[config.mk]
export PLATFORM = sky130hd
export DESIGN_NAME = ultra_sonic_ranger
export DESIGN_NICKNAME = d
export VERILOG_FILES = /design/src/rtl/ultra_sonic_ranger.sv
export SDC_FILE = /design/constraint.sdc
export NUM_CORES = 1
export LEC_CHECK = 0
export BUFFER_PORTS_ARGS = -buffer_cell sky130_fd_sc_hd__buf_2
export CORE_MARGIN = 1.5
export CORE_UTILIZATION = 55
export CTS_CLUSTER_DIAMETER = 80
export DETAILED_ROUTE_END_ITERATION = 6
export PLACE_DENSITY = 0.73
export SLEW_MARGIN = 20
export SYNTH_ARGS = -nofsm -noshare
export SYNTH_HDL_FRONTEND = slang
export SYNTH_SLANG_ARGS = --single-unit
export TNS_END_PERCENT = 50
[constraint.sdc]
create_clock -name clk -period 4.3 [get_ports clk]
set_clock_uncertainty 0.15 [all_clocks]
set_input_delay 0.86 -clock clk [delete_from_list [all_inputs] [get_ports clk]]
set_output_delay 0.86 -clock clk [all_outputs]
set_load 0.005 [all_outputs]
[src/rtl/ultra_sonic_ranger.sv]
// ultra_sonic_ranger: HC-SR04 trigger/echo timing core; define ULTRA_SONIC_MEDIAN3_EN for a 3-result median filter
module ultra_sonic_ranger #(
    parameter int unsigned TRIG_CYCLES    = 500,
    parameter int unsigned CYCLES_PER_CM  = 2900,
    parameter int unsigned TIMEOUT_CYCLES = 1900000,
    parameter int unsigned HOLDOFF_CYCLES = 3000000,
    parameter int unsigned CNT_W          = 22
) (
    input  logic        clk,
    input  logic        reset,
    input  logic        enable,
    input  logic        echo,
    output logic        trigger,
    output logic [15:0] distance,
    output logic        distance_valid,
    output logic        timeout,
    output logic        busy
);
    typedef enum logic [2:0] {IDLE, TRIG, WAIT_RISE, MEASURE, HOLDOFF} state_t;
    state_t state_q, state_d;
    logic [CNT_W-1:0] cnt_q, cnt_d, presc_q, presc_d, presc_nx;
    logic [15:0] cm_q, cm_d, cm_nx, dist_q, dist_d;
    logic tflag_q, tflag_d, vld_q, vld_d, trig_q, wrap;
    logic s1_q, s2_q, s3_q, rise_q, fall_q;
    // Two-flop echo synchronizer, a history flop, and registered edge pulses
    always_ff @(posedge clk or posedge reset) begin
        if (reset) begin
            {s1_q, s2_q, s3_q, rise_q, fall_q} <= '0;
        end else begin
            s1_q   <= echo;
            s2_q   <= s1_q;
            s3_q   <= s2_q;
            rise_q <= s2_q & ~s3_q;
            fall_q <= ~s2_q & s3_q;
        end
    end
    assign wrap     = presc_q == CNT_W'(CYCLES_PER_CM - 1);
    assign presc_nx = wrap ? '0 : presc_q + CNT_W'(1);
    assign cm_nx    = (wrap && cm_q != 16'hFFFE) ? cm_q + 16'd1 : cm_q;
    // Next state; the fall cycle itself is counted so the width is measured in full
    always_comb begin
        state_d = state_q;
        presc_d = presc_q;
        cm_d    = cm_q;
        dist_d  = dist_q;
        tflag_d = tflag_q;
        vld_d   = 1'b0;
        case (state_q)
            IDLE:      if (enable) state_d = TRIG;
            TRIG:      if (cnt_q == CNT_W'(TRIG_CYCLES - 1)) state_d = WAIT_RISE;
            WAIT_RISE: begin
                if (rise_q) begin
                    state_d = MEASURE;
                    presc_d = '0;
                    cm_d    = '0;
                end else if (cnt_q == CNT_W'(TIMEOUT_CYCLES - 1)) begin
                    state_d = HOLDOFF;
                    dist_d  = 16'hFFFF;
                    tflag_d = 1'b1;
                    vld_d   = 1'b1;
                end
            end
            MEASURE: begin
                presc_d = presc_nx;
                cm_d    = cm_nx;
                if (fall_q) begin
                    state_d = HOLDOFF;
                    dist_d  = cm_nx;
                    tflag_d = 1'b0;
                    vld_d   = 1'b1;
                end else if (cnt_q == CNT_W'(TIMEOUT_CYCLES - 1)) begin
                    state_d = HOLDOFF;
                    dist_d  = 16'hFFFF;
                    tflag_d = 1'b1;
                    vld_d   = 1'b1;
                end
            end
            HOLDOFF:   if (cnt_q == CNT_W'(HOLDOFF_CYCLES - 1)) state_d = enable ? TRIG : IDLE;
            default:   state_d = IDLE;
        endcase
        cnt_d = (state_d != state_q || state_q == IDLE) ? '0 : cnt_q + CNT_W'(1);
    end
    // State, counters and raw result registers
    always_ff @(posedge clk or posedge reset) begin
        if (reset) begin
            state_q <= IDLE;
            cnt_q   <= '0;
            presc_q <= '0;
            cm_q    <= '0;
            dist_q  <= '0;
            tflag_q <= 1'b0;
            vld_q   <= 1'b0;
            trig_q  <= 1'b0;
        end else begin
            state_q <= state_d;
            cnt_q   <= cnt_d;
            presc_q <= presc_d;
            cm_q    <= cm_d;
            dist_q  <= dist_d;
            tflag_q <= tflag_d;
            vld_q   <= vld_d;
            trig_q  <= state_d == TRIG;
        end
    end
    assign trigger = trig_q;
    assign busy    = state_q != IDLE;
`ifdef ULTRA_SONIC_MEDIAN3_EN
    logic [15:0] w0_q, w1_q, out_q;
    logic [1:0]  n_q;
    logic        ovld_q, otmo_q;
    function automatic logic [15:0] med3(input logic [15:0] a, input logic [15:0] b, input logic [15:0] c);
        logic [15:0] lo, hi;
        lo = a < b ? a : b;
        hi = a < b ? b : a;
        return c < lo ? lo : (c > hi ? hi : c);
    endfunction
    // Median over the last three good results; timeouts bypass the window
    always_ff @(posedge clk or posedge reset) begin
        if (reset) begin
            {w0_q, w1_q, out_q} <= '0;
            n_q    <= '0;
            ovld_q <= 1'b0;
            otmo_q <= 1'b0;
        end else begin
            ovld_q <= vld_q;
            if (vld_q) begin
                otmo_q <= tflag_q;
                out_q  <= tflag_q ? 16'hFFFF : (n_q == 2'd2 ? med3(dist_q, w0_q, w1_q) : dist_q);
                if (!tflag_q) begin
                    w0_q <= dist_q;
                    w1_q <= w0_q;
                    n_q  <= n_q == 2'd2 ? n_q : n_q + 2'd1;
                end
            end
        end
    end
    assign distance       = out_q;
    assign distance_valid = ovld_q;
    assign timeout        = otmo_q;
`else
    assign distance       = dist_q;
    assign distance_valid = vld_q;
    assign timeout        = tflag_q;
`endif
endmodule

==> Word-level counts from Yosys, hierarchy flattened <==
Cells that the tools add are included.
{ "word_totals": {"register_bits": 87, "in_bits": 4, "out_inout_bits": 20, "word_cells": 67} }
{ "classes": {"addsub": 3, "n_eq_ne": 13, "muxes": 27, "bitwise_logic": 4, "reduce_logical": 7} }
{ "op_table": {"columns": ["op", "count"], "rows": [
  ["16-bit two-way mux", 5],
  ["22-bit two-way mux", 3],
  ["16-bit case mux with 2 select lines", 2],
  ["22-bit by 1-bit adder with 22-bit output (second input constant)", 2],
  ["22-bit case mux with 2 select lines", 1],
  ["22-bit by 12-bit == test with 1-bit output (second input constant)", 1],
  ["22-bit by 21-bit == test with 1-bit output (second input constant)", 1],
  ["22-bit == test (second input constant)", 1],
  ["22-bit by 9-bit == test with 1-bit output (second input constant)", 1],
  ["3-bit two-way mux", 6],
  ["16-bit by 1-bit adder with 16-bit output (second input constant)", 1],
  ["16-bit != test (second input constant)", 1],
  ["3-bit case mux with 5 select lines", 1],
  ["1-bit two-way mux", 7],
  ["3-bit by 1-bit == test with 1-bit output (second input constant)", 2],
  ["3-bit by 2-bit == test with 1-bit output (second input constant)", 2],
  ["2-bit != test (second input constant)", 2],
  ["1-bit case mux with 2 select lines", 2],
  ["2-bit AND reduction", 2],
  ["3-bit == test (second input constant)", 1],
  ["3-bit zero test", 1],
  ["3-bit != test", 1],
  ["3-bit nonzero test", 1],
  ["1-bit AND", 2],
  ["other kinds (4)", 5]
]} }

==> Logic depth before layout (Yosys ltp) <==
{ "depth": {"depth_word": 7, "ltp_mapped": 8, "depth_no_buf": 7} }

==> Least setup slack after synthesis <==
OpenSTA, ideal clock, no wires.
{ "synth_timing": {"kind": "reg-to-reg", "start": "register cm_q[0]", "end": "register cm_q[14]", "setup_time_ns": 0.126, "arrival_ns": 2.005, "required_time_ns": 4.024, "setup_slack_ns": 2.019, "stages_incl_launch_ff": 8, "path_buffers": 1, "period_less_slack_ns": 2.281, "path_cell_list": "dfrtp_1 ha_1 clkbuf_1 nand3_1 or4_1 nor4_2 nor2_1 a221o_1"} }
{ "synth_via": {"elab_chain_len": 4, "word_cells_on_any_way": 5, "cone_classes": "1 x add/sub; 1 x eq/ne; 2 x mux; 1 x reduce/logical"} }
{ "synth_lines": {"columns": ["element", "line", "text"], "rows": [
  ["start: declaration", "22", "logic [15:0] cm_q, cm_d, cm_nx, dist_q, dist_d;"],
  ["start signal: assignment", "98", "cm_q <= cm_d;"],
  ["branches (longest 2 deep; another with 16-bit by 1-bit adder with 16-bit output)", null, null],
  ["16-bit two-way mux (*)", "39", "assign cm_nx = (wrap && cm_q != 16'hFFFE) ? cm_q + 16'd1 : cm_q;"],
  ["16-bit case mux with 2 select lines (*)", "48", "case (state_q)"]
]} }
Mark *: on every way between the ends.
A chain may end at the register's enable or synchronous reset.

==> Worst setup path in the final report <==
{ "layout_timing": {"start": "register state_q[0]", "end": "register dist_q[6], in the netlist distance[6]"} }
{ "layout_via": {"elab_chain_len": 3, "word_cells_on_any_way": 6, "cone_classes": "3 x eq/ne; 1 x mux; 2 x reduce/logical"} }
{ "layout_lines": {"columns": ["element", "line", "text"], "rows": [
  ["start: declaration", "20", "state_t state_q, state_d;"],
  ["start signal: assignment", "95", "state_q <= state_d;"],
  ["3-bit by 2-bit == test with 1-bit output", "48", null],
  ["2-bit != test (no line) / 2-bit nonzero test (equally long branches)", null, null],
  ["2-bit AND reduction (no line)", null, null],
  ["end signal: assignment", "99", "dist_q <= dist_d;"],
  ["end: declaration", "22", null]
]} }
Parallel ways exist; a longest one is shown, timed or not.

==> impl_metrics.env <==
export IMPL_worstMarginPinSlew_ps=945
export IMPL_cp_end_kind="flop"
export IMPL_critPathBufInv=2
export IMPL_cpPeakStageDelay_ps=580
export IMPL_gp_congestion=0.961
export IMPL_grtUsageMet1=0.342
export IMPL_die_w_um=99.5
export IMPL_r2r_slack_ps=1560
export IMPL_fin_setup_tns_ps=0
export IMPL_start_util=0.559
export IMPL_crit_slowest_cell="dfrtp_1"
export IMPL_arrival_ps=2890
export IMPL_holdBufCountCts=0
export IMPL_syn_area_per_cell_um2=9.36
export IMPL_post_route_drc_count=0
export IMPL_die_area_um2=9900
export IMPL_cp_required_ps=4450
export IMPL_drt_iter0_drc=347
export IMPL_synth_edf_count=0
export IMPL_power_leakage_uw=0.00234
export IMPL_routed_wl_um=12000
export IMPL_powerDensity_nw_per_um2=274
export IMPL_timing_final_hold_violations=0
export IMPL_routed_via_count=4452
export IMPL_status="finished, final reports clean"
export IMPL_ys_ff_latch=87
export IMPL_holdCritPathClass="flop to flop"
export IMPL_grt_pass1_wl_um=20100
export IMPL_finalPower_uw=1500
export IMPL_critPathLaunchType="flop"
export IMPL_drv_cap=0
export IMPL_syn_inst=547
export IMPL_grt_met3_usage=0.0401
export IMPL_viasPerCell=6.67
export IMPL_ant_nets=0
export IMPL_dr_pass1_iters=6
export IMPL_gr_usage_all_layers=0.251
export IMPL_critPathMaxFanout=26
export IMPL_cts_root_buf="clkbuf_8"
export IMPL_synthesis_area_um2=5120
export IMPL_synth_flop_cell="dfrtp_1"
export IMPL_final_setup_viol_count=0
export IMPL_grt_overflow=0
export IMPL_dp_hpwl_um=7970
export IMPL_drive_gt1_frac=0.119
export IMPL_antennaDiodeCount=0
export IMPL_path_class="flop to flop"
export IMPL_grt_pass1_vias=4155
export IMPL_grt_max_degree=55
export IMPL_grt_most_used_layer="met2"
export IMPL_ys_types=75
export IMPL_fillers=774
export IMPL_rows=35
export IMPL_cts_tree="built"
export IMPL_port_buffers=23
export IMPL_ys_seq_area_frac=0.425
export IMPL_use_met2=0.404
export IMPL_fmax_mhz=365
export IMPL_syn_num_nets=555
export IMPL_routedWlPerCell_um=18.0
export IMPL_post_route_min_period_ps=2740
export IMPL_cts_resized_gates=0
export IMPL_peakVddDrop_mv=0.132
export IMPL_antenna_found_initial=0
export IMPL_rsz0062_at_grt="no"
export IMPL_core_area_um2=9150
export IMPL_whs_ps=205
export IMPL_postSynth_asyncResetShare=1.00
export IMPL_cts_buffer_depth=2
export IMPL_clk_pin_slew_ps=80
export IMPL_cts_inserted_buffers=9
export IMPL_clock_sinks=87
export IMPL_drv_slew=0
export IMPL_syn_to_final_growth_pct=6.70
export IMPL_path_delay_family="simple AND/OR/NAND/NOR gates"
export IMPL_synth_warnings=0
export IMPL_timing_slew_headroom=0.370
export IMPL_cts_setup_buffers=0
export IMPL_fp_dieH_um=99.5
export IMPL_htreeDepth=3
export IMPL_layout_worst_path_cycle_share=0.638
export IMPL_ios=24
export IMPL_insertion_delay_ps=360
export IMPL_crit_chain="and3b_1, buf_4, and2_1, nor2_1, inv_1, o32a_1"
export IMPL_finalNetCount=559
==> sequential cells by signal (all words and copies together), names as in the netlist <==
name / cells
presc_q: 22
fall_q: 1
rise_q: 1
cm_q: 16
distance: 16
cnt_q: 22
state_q: 3
s1_q: 1
timeout: 1
s2_q: 1
distance_valid: 1
trigger: 1
s3_q: 1
==> final timing paths <==
path                            start           to  cells after the start
max                        state_q[0]  distance[6]                      6
min                              s1_q         s2_q                      0
max reg2reg                state_q[0]  distance[6]                      6
min reg2reg                      s1_q         s2_q                      0
max in group asynchronous       reset    cnt_q[15]                      3
min in group asynchronous       reset  presc_q[19]                      2
==> layout by cell type, fill, tap and decap left out, types with 9 or more instances in the layout <==
| master | n |
|---|---|
| buf_2 | 23 |
| dfrtp_1 | 87 |
| a21oi_1 | 17 |
| and4_1 | 12 |
| or3_1 | 9 |
| nor4_1 | 16 |
| a211oi_1 | 22 |
| xor2_1 | 16 |
| nor2_1 | 32 |
| nand4_1 | 18 |
| nand2_1 | 51 |
| and3_1 | 10 |
| o21ai_0 | 19 |
| clkbuf_8 | 11 |
| a31oi_1 | 24 |
| inv_1 | 15 |
| nor3_1 | 9 |
| nand3_1 | 33 |
==> through the flow <==
stage / std cells / cell area, um2 / utilization / setup WS [ps]
2_1_floorplan: 547 / 5120 / - / 1040
3_5_place_dp: 651 / 5230 / 0.572 / 1600
4_1_cts: 667 / 5460 / 0.597 / 1560
5_1_grt: 667 / 5460 / 0.597 / 1350
6_report: 667 / 5460 / 0.597 / 1560
3_3_place_gp: 651 / 5230 / 0.572 / 1640
==> report_power, final <==
group          internal, uW  total, uW  leakage (uW)  switching (uW)
combinational          3.03       19.8       0.00104            16.7
clock                   358        657      0.000112             299
sequential              820        821       0.00118            1.66
==> Yosys cell counts, types with 9 or more instances <==
| cell type | instances | area [um2] |
|---|---|---|
| a31oi_1 | 24 | 150 |
| o21ai_0 | 19 | 95.1 |
| a21oi_1 | 17 | 85.1 |
| clkbuf_1 | 14 | 52.6 |
| nand2_1 | 51 | 191 |
| a211oi_1 | 22 | 165 |
| nor3_1 | 9 | 45.0 |
| xor2_1 | 16 | 140 |
| and3_1 | 10 | 62.6 |
| and4_1 | 12 | 105 |
| inv_1 | 16 | 60.1 |
| nor4_1 | 16 | 100 |
| nand4_1 | 18 | 113 |
| nand3_1 | 33 | 165 |
| or3_1 | 9 | 56.3 |
| buf_2 | 13 | 65.1 |
| nor2_1 | 32 | 120 |
| dfrtp_1 | 87 | 2180 |
==> area by class of cell <==
type | count | area [um2] | area share
multi-input cells | 407 | 2690 | 0.492
repair buffers | 30 | 168 | 0.0307
inverters | 16 | 61.3 | 0.0112
well taps | 111 | 139 | 0.0254
flip-flops and latches | 87 | 2180 | 0.399
clock buffers | 11 | 151 | 0.0277
clock inverters | 5 | 80.1 | 0.0147
==> per-layer routing <==
metal / wire (um) / share of wire / vias up
met2: 5810 / 0.48 / 185
li1: - / - / 2078
met5: 0 / 0 / -
met3: 731 / 0.061 / 28
met4: 259 / 0.022 / 0
met1: 5190 / 0.43 / 2161
==> cells by family (layout without fill, tap and decap cells) <==
logic type	count (synthesis)	after routing	synth area share
AO/OA/AOI/OAI	137	137	0.197
adder cells (fa/ha/maj)	4	4	0.00978
flip-flops	87	87	0.425
AND/OR/NAND/NOR	241	241	0.274
buffers and inverters	53	62	0.0501
multiplexers	3	3	0.00587
XOR/XNOR	22	22	0.0376
No activity file was read; power rests on OpenSTA's default activity.
